### src/rtl/cnn_score_serializer.sv
// Serializes one parallel CNN class-score vector into a stream of (index, score)
// beats with downstream stall, a one-cycle done pulse and a guaranteed idle gap.
`ifndef core_CO
`define core_CO 4
`endif
`ifndef ST3_OUT_BW
`define ST3_OUT_BW 8
`endif

module cnn_score_serializer #(
  parameter int CO  = `core_CO,
  parameter int BW  = `ST3_OUT_BW,
  parameter int GAP = 1
) (
  input  logic                  clk,
  input  logic                  reset,
  input  logic                  i_valid,
  input  logic [CO*BW-1:0]      i_scores,
  output logic                  o_ready,
  input  logic                  i_stall,
  output logic                  o_valid,
  output logic [BW-1:0]         o_cnn_value,
  output logic [$clog2(CO)-1:0] o_index_info,
  output logic                  o_busy,
  output logic                  o_done
);

  localparam int IW = $clog2(CO);
  localparam int GW = $clog2(GAP + 1);
  localparam logic [IW-1:0] K_LAST = IW'(CO - 1);
  localparam logic [GW-1:0] G_END  = GW'(GAP);

  typedef enum logic [1:0] {IDLE, SEND, GAPS} state_t;

  state_t          state_q, state_d;
  logic [IW-1:0]   k_q, k_d;
  logic [GW-1:0]   g_q, g_d;
  logic [BW-1:0]   buf_q [CO];
  logic [BW-1:0]   buf_d [CO];
  logic [BW-1:0]   in_arr [CO];
  logic            valid_q, valid_d;
  logic [BW-1:0]   val_q, val_d;
  logic [IW-1:0]   idx_q, idx_d;
  logic            busy_q, busy_d;
  logic            done_q, done_d;
  logic            ready_q, ready_d;

  for (genvar gi = 0; gi < CO; gi++) begin : g_unpack
    assign in_arr[gi] = i_scores[gi*BW +: BW];
  end

  // k is the index of the next score to emit; index 0 goes out on the accept edge.
  always_comb begin
    state_d = state_q;
    k_d     = k_q;
    g_d     = g_q;
    buf_d   = buf_q;
    valid_d = 1'b0;
    val_d   = '0;
    idx_d   = '0;
    done_d  = 1'b0;
    case (state_q)
      IDLE: begin
        if (i_valid && ready_q) begin
          buf_d   = in_arr;
          valid_d = 1'b1;
          val_d   = in_arr[0];
          k_d     = IW'(1);
          state_d = SEND;
        end
      end
      SEND: begin
        if (!i_stall) begin
          valid_d = 1'b1;
          val_d   = buf_q[k_q];
          idx_d   = k_q;
          if (k_q == K_LAST) begin
            k_d     = '0;
            g_d     = '0;
            state_d = GAPS;
          end else begin
            k_d = k_q + 1'b1;
          end
        end
      end
      GAPS: begin
        if (g_q == G_END) begin
          state_d = IDLE;
        end else begin
          done_d = (g_q == '0);
          g_d    = g_q + 1'b1;
        end
      end
      default: state_d = IDLE;
    endcase
    ready_d = (state_d == IDLE);
    busy_d  = (state_d != IDLE);
  end

  always_ff @(posedge clk) begin
    if (reset) begin
      state_q <= IDLE;
      k_q     <= '0;
      g_q     <= '0;
      buf_q   <= '{default: '0};
      valid_q <= 1'b0;
      val_q   <= '0;
      idx_q   <= '0;
      busy_q  <= 1'b0;
      done_q  <= 1'b0;
      ready_q <= 1'b1;
    end else begin
      state_q <= state_d;
      k_q     <= k_d;
      g_q     <= g_d;
      buf_q   <= buf_d;
      valid_q <= valid_d;
      val_q   <= val_d;
      idx_q   <= idx_d;
      busy_q  <= busy_d;
      done_q  <= done_d;
      ready_q <= ready_d;
    end
  end

  assign o_ready      = ready_q;
  assign o_valid      = valid_q;
  assign o_cnn_value  = val_q;
  assign o_index_info = idx_q;
  assign o_busy       = busy_q;
  assign o_done       = done_q;

endmodule

### config.mk
export PLATFORM = sky130hd
export DESIGN_NAME = cnn_score_serializer
export DESIGN_NICKNAME = d
export VERILOG_FILES = /design/src/rtl/cnn_score_serializer.sv
export SDC_FILE = /design/constraint.sdc
export NUM_CORES = 1
export LEC_CHECK = 0
export BUFFER_PORTS_ARGS = -buffer_cell sky130_fd_sc_hd__buf_2
export CORE_MARGIN = 2
export CORE_UTILIZATION = 56
export DETAILED_ROUTE_END_ITERATION = 8
export PLACE_DENSITY = 0.88
export SLEW_MARGIN = 0
export SYNTH_ARGS = -nofsm -noshare
export SYNTH_HDL_FRONTEND = slang
export SYNTH_SLANG_ARGS = --single-unit
### constraint.sdc
create_clock -name clk -period 3.5 [get_ports clk]
set_input_delay 0.525 -clock clk [delete_from_list [all_inputs] [get_ports clk]]
set_output_delay 0.525 -clock clk [all_outputs]
set_load 0.01 [all_outputs]
==> Yosys cells after proc, flatten, opt, wreduce, memory -nomap -nowiden <==
Cells that the tools add are included.
{ "totals": {"register_bits": 51, "inputBits": 36, "output_inout_bits": 14, "word_cells": 59} }
{ "op_classes": {"reduce_logical": 11, "bitwise_logic": 4, "magnitude_cmp": 1, "n_eq_ne": 6, "n_mux": 22, "addsub": 2} }
{ "ops": {"columns": ["operator", "n"], "rows": [
  ["8-bit two-way mux", 4],
  ["8-bit binary-select mux with 2-bit select", 1],
  ["8-bit case mux with 2 select lines", 1],
  ["2-bit two-way mux", 7],
  ["2-bit != test (second input constant)", 3],
  ["2-bit case mux with 3 select lines", 1],
  ["3-bit AND reduction", 2],
  ["2-bit nonzero test", 3],
  ["3-bit OR reduction", 2],
  ["1-bit two-way mux", 5],
  ["2-bit equality test (second input constant)", 2],
  ["2-bit zero test", 2],
  ["1-bit case mux with 2 select lines", 2],
  ["2-bit case mux with 2 select lines", 1],
  ["3-bit greater-or-equal comparator (second input constant)", 1],
  ["1-bit inverter", 3],
  ["2-bit inverter with 3-bit output", 1],
  ["2-bit by 1-bit adder with 2-bit output (second input constant)", 1],
  ["2-bit by 1-bit equality test with 1-bit output (second input constant)", 1],
  ["2-bit AND reduction", 1],
  ["1-bit adder (second input constant)", 1],
  ["1-bit logical AND", 1]
]} }

==> Logic depth before layout (Yosys ltp) <==
{ "depth": {"depth_word": 6, "depth_mapped": 5, "depth_no_buf": 4} }

==> Least setup slack after synthesis <==
No wires, ideal clock.
{ "synth_timing": {"path_kind": "input-to-reg", "startpoint": "input port reset", "endpoint": "register busy_q, in the netlist o_busy", "path_slack_ns": 2.232, "setup_time_ns": 0.109, "path_buffers": 2, "t_required_ns": 3.391, "arrival_ns": 1.159, "cell_stages": 4, "path_cell_list": "buf_2 > clkbuf_1 > a31o_1 > inv_2"} }
{ "synth_lines": {"columns": ["item", "line_no", "source"], "rows": [
  ["start, declared", "16", "input logic reset,"],
  ["end signal, assigned", "120", "busy_q <= busy_d;"],
  ["end, declared", "44", "logic busy_q, busy_d;"]
]} }
No word-level cell between the ends.

==> Final worst setup path <==
{ "layout_timing": {"startpoint": "register k_q[1]", "endpoint": "register val_q[0], in the netlist o_cnn_value[0]"} }
{ "layout_via": {"elab_chain_len": 6} }
{ "layout_lines": {"columns": ["item", "line_no", "source"], "rows": [
  ["start, declared", "36", "logic [IW-1:0] k_q, k_d;"],
  ["start signal, assigned", "114", "k_q <= k_d;"],
  ["2-bit inverter with 3-bit output (not written as such)", "75", "val_d = buf_q[k_q];"],
  ["8-bit binary-select mux with 2-bit select", "75", null],
  ["8-bit two-way mux (not written as such) (2 in series)", "75", null],
  ["8-bit two-way mux", "73", "if (!i_stall) begin"],
  ["8-bit case mux with 2 select lines", "62", "case (state_q)"],
  ["end signal, assigned", "118", "val_q <= val_d;"],
  ["end, declared", "42", "logic [BW-1:0] val_q, val_d;"]
]} }
No other way between the ends. The select of a mux whose other input is x is not followed.
A chain may end at the register's enable or synchronous reset.

==> results.json <==
{
  "outcome": "completed",
  "startpoint_type": "register",
  "cp-end-kind": "register",
  "crit_type": "register to register",
  "grt_antenna_before_repair": 0,
  "cts_setup_buffers": 0,
  "routabilityCongestion": 0.7852,
  "fmax_mhz": 632.6,
  "grt_max_degree": 43,
  "coreArea_sq_um": 3390,
  "nets": 289,
  "cp.required_ps": 3780,
  "dp_hpwl_mm": 2.616,
  "rows": 21,
  "synth_cell_type_count": 30,
  "io-pin-count": 50,
  "ys_ff_latch": 51,
  "drive_gt1_share_pct": 26.88,
  "fin_util_pct": 66.48,
  "setup_viol": 0,
  "ant_nets": 0,
  "start_util_pct": 58.80,
  "chipWidth_um": 63.66,
  "track_usage_pct": 20.40,
  "n_antenna_cell": 0,
  "grt_pass1_wl_mm": 6.451,
  "hp-class": "input pin to register",
  "rsz0062_at_grt": "false",
  "drc_errors": 0,
  "drtPass1Iterations": 5,
  "timing.final.max_slew_violations": 0,
  "fin_crit_ps": 1581,
  "cts_made_buffers": 5,
  "worst_ep_arrival_time_ps": 1860,
  "root_buffer": "clkbuf_4",
  "grt_pass1_vias": 1470,
  "setup_ws_ps": 1919,
  "die_area_sq_um": 4053,
  "ir_drop_uv": 324.2,
  "dieHeight_um": 63.66,
  "synth_edf_count": 0,
  "clockBufferDepth": 2,
  "cts_hold_buffers": 0,
  "synth_flop_cell": "dfxtp_1",
  "routed_via_density": 5.244,
  "port_buffers": 49,
  "timing.final.hold_violations": 0,
  "avgSynthCellArea_sq_um": 9.537,
  "finalWirelength_mm": 3.835,
  "cts.sinks": 51,
  "h-tree-depth": 2,
  "cp_max_fo": 11,
  "netlist.area_leader.share_pct": 51.22,
  "insertion_delay_ps": 370,
  "relSlewSlack_pct": 48.33,
  "post_cts_resized": 0,
  "p_leak_nw": 0.9315,
  "tightestPinTransition_ps": 775.0,
  "syn_to_final_growth_pct": 13.06,
  "syn-cell-area_sq_um": 1993,
  "cap_viol_max_count": 0,
  "power_density_nw_per_um2": 464.1,
  "fin_worst_skew_ps": 10.30,
  "routedWlPerCell_um": 12.83,
  "path_clk_slew_ps": 140,
  "fin_crit_sh_pct": 45.16,
  "ys_warn_count": 0,
  "num_vias": 1568,
  "cts_tree": "done",
  "detailedPlace.worstSlack_ps": 1822,
  "syn_nets": 246,
  "ys_seq_area_share_pct": 51.22,
  "synth-async-reset-ratio_pct": 0,
  "synth_top_cell_by_area": "dfxtp_1",
  "synthTopCellsByArea": "dfxtp_1 (51%), nand2_1 (12%), mux4_2 (9.0%)",
  "final_cell_mix": "nand2_1 (65), dfxtp_1 (51), buf_2 (49)",
  "drt_iter0_drc": 101,
  "tns_ps": 0,
  "synth_cells": 209,
  "overflow": 0,
  "final_common_cell": "nand2_1"
}
cell usage after synthesis, types with 2 or more instances:
cell type  instances
buf_6              4
buf_4              5
a22o_1             8
nand2b_1           2
nor2b_1            2
nand2_1           65
dfxtp_1           51
clkbuf_1           3
a21oi_1           34
buf_2              2
and2_1             2
mux4_2             8
nor2_1             6
power breakdown:
part           total (W)  leakage [nW]  switching (W)  internal, W
logic           0.000147         0.485      0.0000801    0.0000670
registers       0.000644         0.417      0.0000253     0.000618
clock network   0.000255        0.0293       0.000177    0.0000787
total            0.00105         0.932       0.000282     0.000764
stage by stage:
stage / total power [W] / cells / area, sq um / hold WS, ps
finish: 0.001046 / 299 / 2253 / 373.0
global route: 0.001094 / 299 / 2253 / 368.4
CTS: 0.001046 / 299 / 2253 / 382.0
detailed placement: 0.0008039 / 291 / 2203 / 447.4
global placement: 0.0007987 / 291 / 2203 / 439.4
floorplan: 0.0007642 / 209 / 1993 / 433.1
critical path, cell delays in order, from the launching register on:
cell and delay [ps]:
dfxtp_1 720, mux4_2 590, a22o_1 190
registers in the layout, summed over array words and instances, names as in the netlist:
signal and cells:
o_index_info 2, g_q 1, o_done 1, o_busy 1
buf_q 32, k_q 2, o_valid 1, o_ready 1
state_q 2, o_cnn_value 8
path summary, 6_finish.rpt:
| path | start | to | slack [ps] | cells past startpoint |
|---|---|---|---|---|
| setup / recovery | k_q[1]$_SDFFE_PP0P_ | o_cnn_value[0]$_SDFF_PP0_ | 1920 | 2 |
| hold / removal | i_scores[5] | o_cnn_value[5]$_SDFF_PP0_ | 370 | 2 |
| setup reg to reg | k_q[1]$_SDFFE_PP0P_ | o_cnn_value[0]$_SDFF_PP0_ | 1920 | 2 |
| hold reg to reg | buf_q[31]$_SDFFE_PP0P_ | buf_q[31]$_SDFFE_PP0P_ | 460 | 2 |
cell type report:
| type | instances | area [sq um] |
|---|---|---|
| clock buffers | 7 | 45.04 |
| clock inverters | 1 | 5.005 |
| fillers | 294 | 1136 |
| inverters | 2 | 7.507 |
| multi-input cells | 141 | 857.1 |
| flip-flops and latches | 51 | 1021 |
| well taps | 46 | 57.56 |
| repair buffers | 51 | 260.3 |
cell families (layout without fill, tap and decap cells):
group	after synthesis	count (layout)	synth area share [%]
AO/OA/AOI/OAI	46	46	13.56
AND/OR/NAND/NOR	85	85	19.27
adder cells (fa/ha/maj)	1	1	0.6276
buffers and inverters	17	61	5.775
multiplexers	9	9	9.542
flip-flops	51	51	51.22
per-layer routing:
layer / vias up / part of all wire, % / track usage, % / wire [um]
met2: 57 / 47 / 32.63 / 1814
met3: 7 / 7.1 / 5.714 / 274
met5: - / 0 / 0 / 0
met4: 0 / 1.3 / 8.424 / 51
met1: 715 / 44 / 25.92 / 1695
li1: 789 / - / - / -
Note: power is estimated with default switching activity, not from simulation.
